## src/rtl/rv_alu_arb.sv

```systemverilog
// Two-port round-robin arbiter sharing one combinational RV ALU.
// Each port has a single-entry response register with valid/ready handshake.
module rv_alu_arb #(
    parameter int XLEN = 32
) (
    input  logic            clk,
    input  logic            rst,

    input  logic            req0_valid,
    output logic            req0_ready,
    input  logic [XLEN-1:0] req0_a,
    input  logic [XLEN-1:0] req0_b,
    input  logic [3:0]      req0_op,
    output logic            rsp0_valid,
    input  logic            rsp0_ready,
    output logic [XLEN-1:0] rsp0_result,

    input  logic            req1_valid,
    output logic            req1_ready,
    input  logic [XLEN-1:0] req1_a,
    input  logic [XLEN-1:0] req1_b,
    input  logic [3:0]      req1_op,
    output logic            rsp1_valid,
    input  logic            rsp1_ready,
    output logic [XLEN-1:0] rsp1_result,

    output logic [XLEN-1:0] alu_a,
    output logic [XLEN-1:0] alu_b,
    output logic [3:0]      alu_op,
    input  logic [XLEN-1:0] alu_result
);

    logic            prio_q, prio_d;
    logic            rsp0_valid_q, rsp0_valid_d;
    logic            rsp1_valid_q, rsp1_valid_d;
    logic [XLEN-1:0] rsp0_result_q, rsp0_result_d;
    logic [XLEN-1:0] rsp1_result_q, rsp1_result_d;

    logic elig0, elig1;
    logic grant0, grant1;

    // A full slot that is draining this cycle may be refilled in the same cycle.
    assign elig0 = !rst && req0_valid && (!rsp0_valid_q || rsp0_ready);
    assign elig1 = !rst && req1_valid && (!rsp1_valid_q || rsp1_ready);

    assign grant0 = elig0 && (!elig1 || !prio_q);
    assign grant1 = elig1 && (!elig0 ||  prio_q);

    assign req0_ready = grant0;
    assign req1_ready = grant1;

    // Idle cycles still present port 0's operands so the ALU never sees X.
    always_comb begin
        alu_a  = req0_a;
        alu_b  = req0_b;
        alu_op = req0_op;
        if (grant1) begin
            alu_a  = req1_a;
            alu_b  = req1_b;
            alu_op = req1_op;
        end
    end

    always_comb begin
        prio_d        = prio_q;
        rsp0_valid_d  = rsp0_valid_q;
        rsp1_valid_d  = rsp1_valid_q;
        rsp0_result_d = rsp0_result_q;
        rsp1_result_d = rsp1_result_q;

        if (grant0) begin
            rsp0_valid_d  = 1'b1;
            rsp0_result_d = alu_result;
        end else if (rsp0_ready) begin
            rsp0_valid_d  = 1'b0;
        end

        if (grant1) begin
            rsp1_valid_d  = 1'b1;
            rsp1_result_d = alu_result;
        end else if (rsp1_ready) begin
            rsp1_valid_d  = 1'b0;
        end

        if (grant0) begin
            prio_d = 1'b1;
        end else if (grant1) begin
            prio_d = 1'b0;
        end
    end

    always_ff @(posedge clk or posedge rst) begin
        if (rst) begin
            prio_q        <= 1'b0;
            rsp0_valid_q  <= 1'b0;
            rsp1_valid_q  <= 1'b0;
            rsp0_result_q <= '0;
            rsp1_result_q <= '0;
        end else begin
            prio_q        <= prio_d;
            rsp0_valid_q  <= rsp0_valid_d;
            rsp1_valid_q  <= rsp1_valid_d;
            rsp0_result_q <= rsp0_result_d;
            rsp1_result_q <= rsp1_result_d;
        end
    end

    assign rsp0_valid  = rsp0_valid_q;
    assign rsp1_valid  = rsp1_valid_q;
    assign rsp0_result = rsp0_result_q;
    assign rsp1_result = rsp1_result_q;

endmodule

```

## config.mk

```make
export PLATFORM = sky130hd
export DESIGN_NAME = rv_alu_arb
export DESIGN_NICKNAME = d
export VERILOG_FILES = /design/src/rtl/rv_alu_arb.sv
export SDC_FILE = /design/constraint.sdc
export NUM_CORES = 1
export LEC_CHECK = 0
export BUFFER_PORTS_ARGS = -buffer_cell sky130_fd_sc_hd__buf_2
export CORE_AREA = 2 2 121 123
export CTS_BUF_LIST = sky130_fd_sc_hd__clkbuf_8
export CTS_CLUSTER_DIAMETER = 100
export DETAILED_ROUTE_END_ITERATION = 12
export DIE_AREA = 0 0 123 125
export HOLD_SLACK_MARGIN = 0.03
export SYNTH_ARGS = -nofsm -noshare
export SYNTH_HDL_FRONTEND = slang
export SYNTH_SLANG_ARGS = --single-unit
```

## constraint.sdc

```tcl
create_clock -name clk -period 3.99 [get_ports clk]
set_input_delay 0.399 -clock clk [delete_from_list [all_inputs] [get_ports clk]]
set_output_delay 0.399 -clock clk [all_outputs]
set_load 0.02 [all_outputs]
```

==> reports/qor.csv <==
stage;metric;value;unit
worst_setup_path;Startpoint Class;input pin;
die;Die Ht;125;um
power;clock power share;19.0;%
detailed_routing;per-cell routed wire length;16.1;um
timing;Setup Skew;0.0101;ns
clock_tree;clk_lat worst skew;0.33;ns
power;Seq pwr share;37.8;%
global_routing;GR Overflow Total;0;
run;max-cap viol count;0;
cells_and_area;final instance area;5570;um2
power;Gate power share;43.2;%
detailed_routing;1st-iter DRT viols;67;
global_routing;aggregate global-route resource usage;14.7;%
die;die width;123;um
timing;final hold violations;0;
clock_tree;Clock transition at path regs;0.07;ns
yosys;library cells used by synthesis;14;
placement;RD Place Congestion;0.910;
yosys;Mapped Area;3670;um2
placement;Placed Area;5380;um2
worst_setup_path;Crit Path Max Fanout;41;
timing;worst slew pin tran;0.750;ns
die;Rows;44;
timing;post-route setup TNS;0;ns
clock_tree;Max H-tree Level;3;
timing;Rel. slew slack;49.7;%
clock_tree;Clock Tree Root;clkbuf_8;
timing;Max Clk Rate;0.330;GHz
cells_and_area;fill count;1397;
outcome;status;finished clean;
detailed_routing;remaining antenna violation count;0;
yosys;Syn Area/Cell;16.0;um2
cells_and_area;layout cells sized above 1;79.3;%
clock_tree;Setup Fix Bufs, Post-CTS;0;
yosys;fraction of registers with async set/reset;100;%
clock_tree;CTS Sinks;67;
placement;Post-DP HPWL;9720;um
yosys;EDFF count, synth;0;
detailed_routing;Residual DRC;0;
worst_setup_path;worst flop-to-flop path startpoint;rsp1_valid$_DFFE_PP0P_;
worst_setup_path;Critical path origin;rst;
detailed_routing;Via Count;3130;
global_routing;initial antenna violation count;6;
yosys;largest cells by area after synthesis;dfrtp_1 (46%), mux2_4 (32%), mux2_1 (9.2%), mux2_2 (7.4%), buf_6 (2.8%);
power;Net Sw Frac;36.4;%
cells_and_area;Layout area overhead;51.7;%
power;Power Dens Cells;459;nW/um2
clock_tree;CTS Buffer Depth;2;
global_routing;first-pass GRT wire length;17300;um
global_routing;largest net degree at the start of global routing;55;
worst_setup_path;CP Data Arrival Time;2.63;ns
die;number of I/O pins;310;
die;initial core utilization;25.9;%
detailed_routing;final WL;11800;um
clock_tree;CTS buffer count;9;
hold_path;Hold Path Class;in2reg;
worst_setup_path;Crit. End Element;output port;
yosys;top-count cell post-synth;mux2_4;
power;Max IR drop VDD;0.301;mV
die;die area;15400;um2
timing;Final period util;76.0;%
cells_and_area;Layout Nets;714;
detailed_routing;Pre-antenna DRT Iters;4;
worst_setup_path;critical path required time;3.59;ns
yosys;synthesis-stage register bit count;67;
yosys;share of the synthesized area in the top cell type;45.6;%
placement;port bufs;309;
timing;Final setup viols;0;
yosys;sequential fraction of the synthesis area;45.6;%
worst_setup_path;path type of the worst setup path;in2out;
yosys;Commonest cells post-synth;mux2_4 (78), dfrtp_1 (67), mux2_1 (30);
cells_and_area;Register Area;1680;um2
yosys;Yosys warnings;0;
timing;min Tclk post-route;3.03;ns
power;P_sw;0.932;mW
detailed_routing;detail-routed via count per cell;4.28;
die;core area;14200;um2
power;cell-internal power;1.63;mW
yosys;Synth Instances;229;
power;Leakage Power;3.14;nW
yosys;Synth Net Count;403;
clock_tree;CTS tree;built;
yosys;most area-hungry cell type in the Yosys netlist;dfrtp_1;
hold_path;hold wc startpoint;alu_result[12];
cells_and_area;area of the multi-input gates;1880;um2
yosys;Synth Flop Type;dfrtp_1;
timing;RSZ-0062 raised after global routing;false;
global_routing;via count of the first global-routing pass;3160;
timing;Slew Viols, Final;0;
-- cell type report --
type | instances | share of cell area (%)
clock inverter | 5 | 0.382
sequential | 67 | 30.1
clock buffer | 11 | 2.72
inverter | 3 | 0.202
antenna | 3 | 0.135
multi-input combinational | 145 | 33.7
tap | 184 | 4.13
timing repair buffer | 314 | 28.7
-- power by group through the flow --
stage	sequential [mW]	clock, mW	combinational [mW]
3_5_place_dp	0.977	0	1.12
6_report	0.968	0.487	1.11
3_3_place_gp	0.969	0	1.11
4_1_cts	0.970	0.508	1.12
5_1_grt	0.993	0.540	1.17
2_1_floorplan	1.21	0	0.483
-- routing by layer --
layer  vias to the layer above  GRT usage [%]  routed length [um]
li1                       1441              -                   -
met1                      1501           17.7                4620
met2                       165           24.6                5840
met3                        21           3.83                1020
met4                         2           6.28                 316
met5                         -              0                  19
-- state kept, by name, summed over array words and instances, names as in the netlist --
name and cells:
rsp0_valid 1, prio_q 1, rsp0_result 32, rsp1_result 32, rsp1_valid 1
-- stage by stage --
| stage | hold WS (ns) | instances | worst slack [ns] | utilization, % | total power [mW] |
|---|---|---|---|---|---|
| floorplan | 0.473 | 229 | 1.91 | - | 1.69 |
| global placement | 0.371 | 712 | 1.31 | 37.9 | 2.08 |
| detailed placement | 0.378 | 712 | 1.24 | 37.9 | 2.10 |
| CTS | 0.264 | 729 | 0.943 | 39.2 | 2.60 |
| global route | 0.277 | 732 | 0.835 | 39.2 | 2.71 |
| finish | 0.292 | 732 | 0.959 | 39.2 | 2.56 |
-- critical path, cell delays in order --
cell and delay (ns):
dlygate4sd3_1 0.53, buf_2 0.13, nand2b_1 0.14, a211o_4 0.53, buf_12 0.37, mux2_4 0.34, buf_2 0.16
-- repair_timing --
action | CTS | global route
hold buffers | 1 | 0
gates resized for setup | 0 | 0
endpoints found under the hold margin | 13 | 0
-- layout by cell type (no fill, tap or decap) --
cell | netlist | layout
buf_2 | 5 | 309
mux2_4 | 78 | 78
dfrtp_1 | 67 | 67
mux2_1 | 30 | 30
mux2_2 | 24 | 24
clkbuf_8 | 0 | 11
inv_1 | 2 | 4
diode_2 | 0 | 3
nand2b_1 | 3 | 3
nor2b_1 | 3 | 3
nand2_1 | 3 | 3
buf_4 | 0 | 3
inv_2 | 1 | 2
o21ai_0 | 2 | 2
clkinv_2 | 0 | 2
a211o_4 | 0 | 1
o211ai_4 | 0 | 1
dlygate4sd3_1 | 0 | 1
buf_12 | 0 | 1
-- path summary, 6_finish.rpt --
path | slack (ns) | to | cells past startpoint
hold reg to reg | 0.49 | rsp1_result[2]$_DFFE_PP0P_ | 1
setup / recovery | 0.96 | alu_a[22] | 7
setup reg to reg | 1.63 | rsp1_result[0]$_DFFE_PP0P_ | 4
max in group asynchronous | 2.42 | rsp1_result[5]$_DFFE_PP0P_ | 4
hold / removal | 0.29 | rsp0_result[12]$_DFFE_PP0P_ | 2
min in group asynchronous | 0.58 | rsp1_valid$_DFFE_PP0P_ | 3
-- cells by family after synthesis --
kind of cell | share of synthesized area, %
mux | 48.4
flops | 45.6
compound gates | 0.851
simple gates | 1.33
buf+inv | 3.75
(Power assumes the default switching activity.)
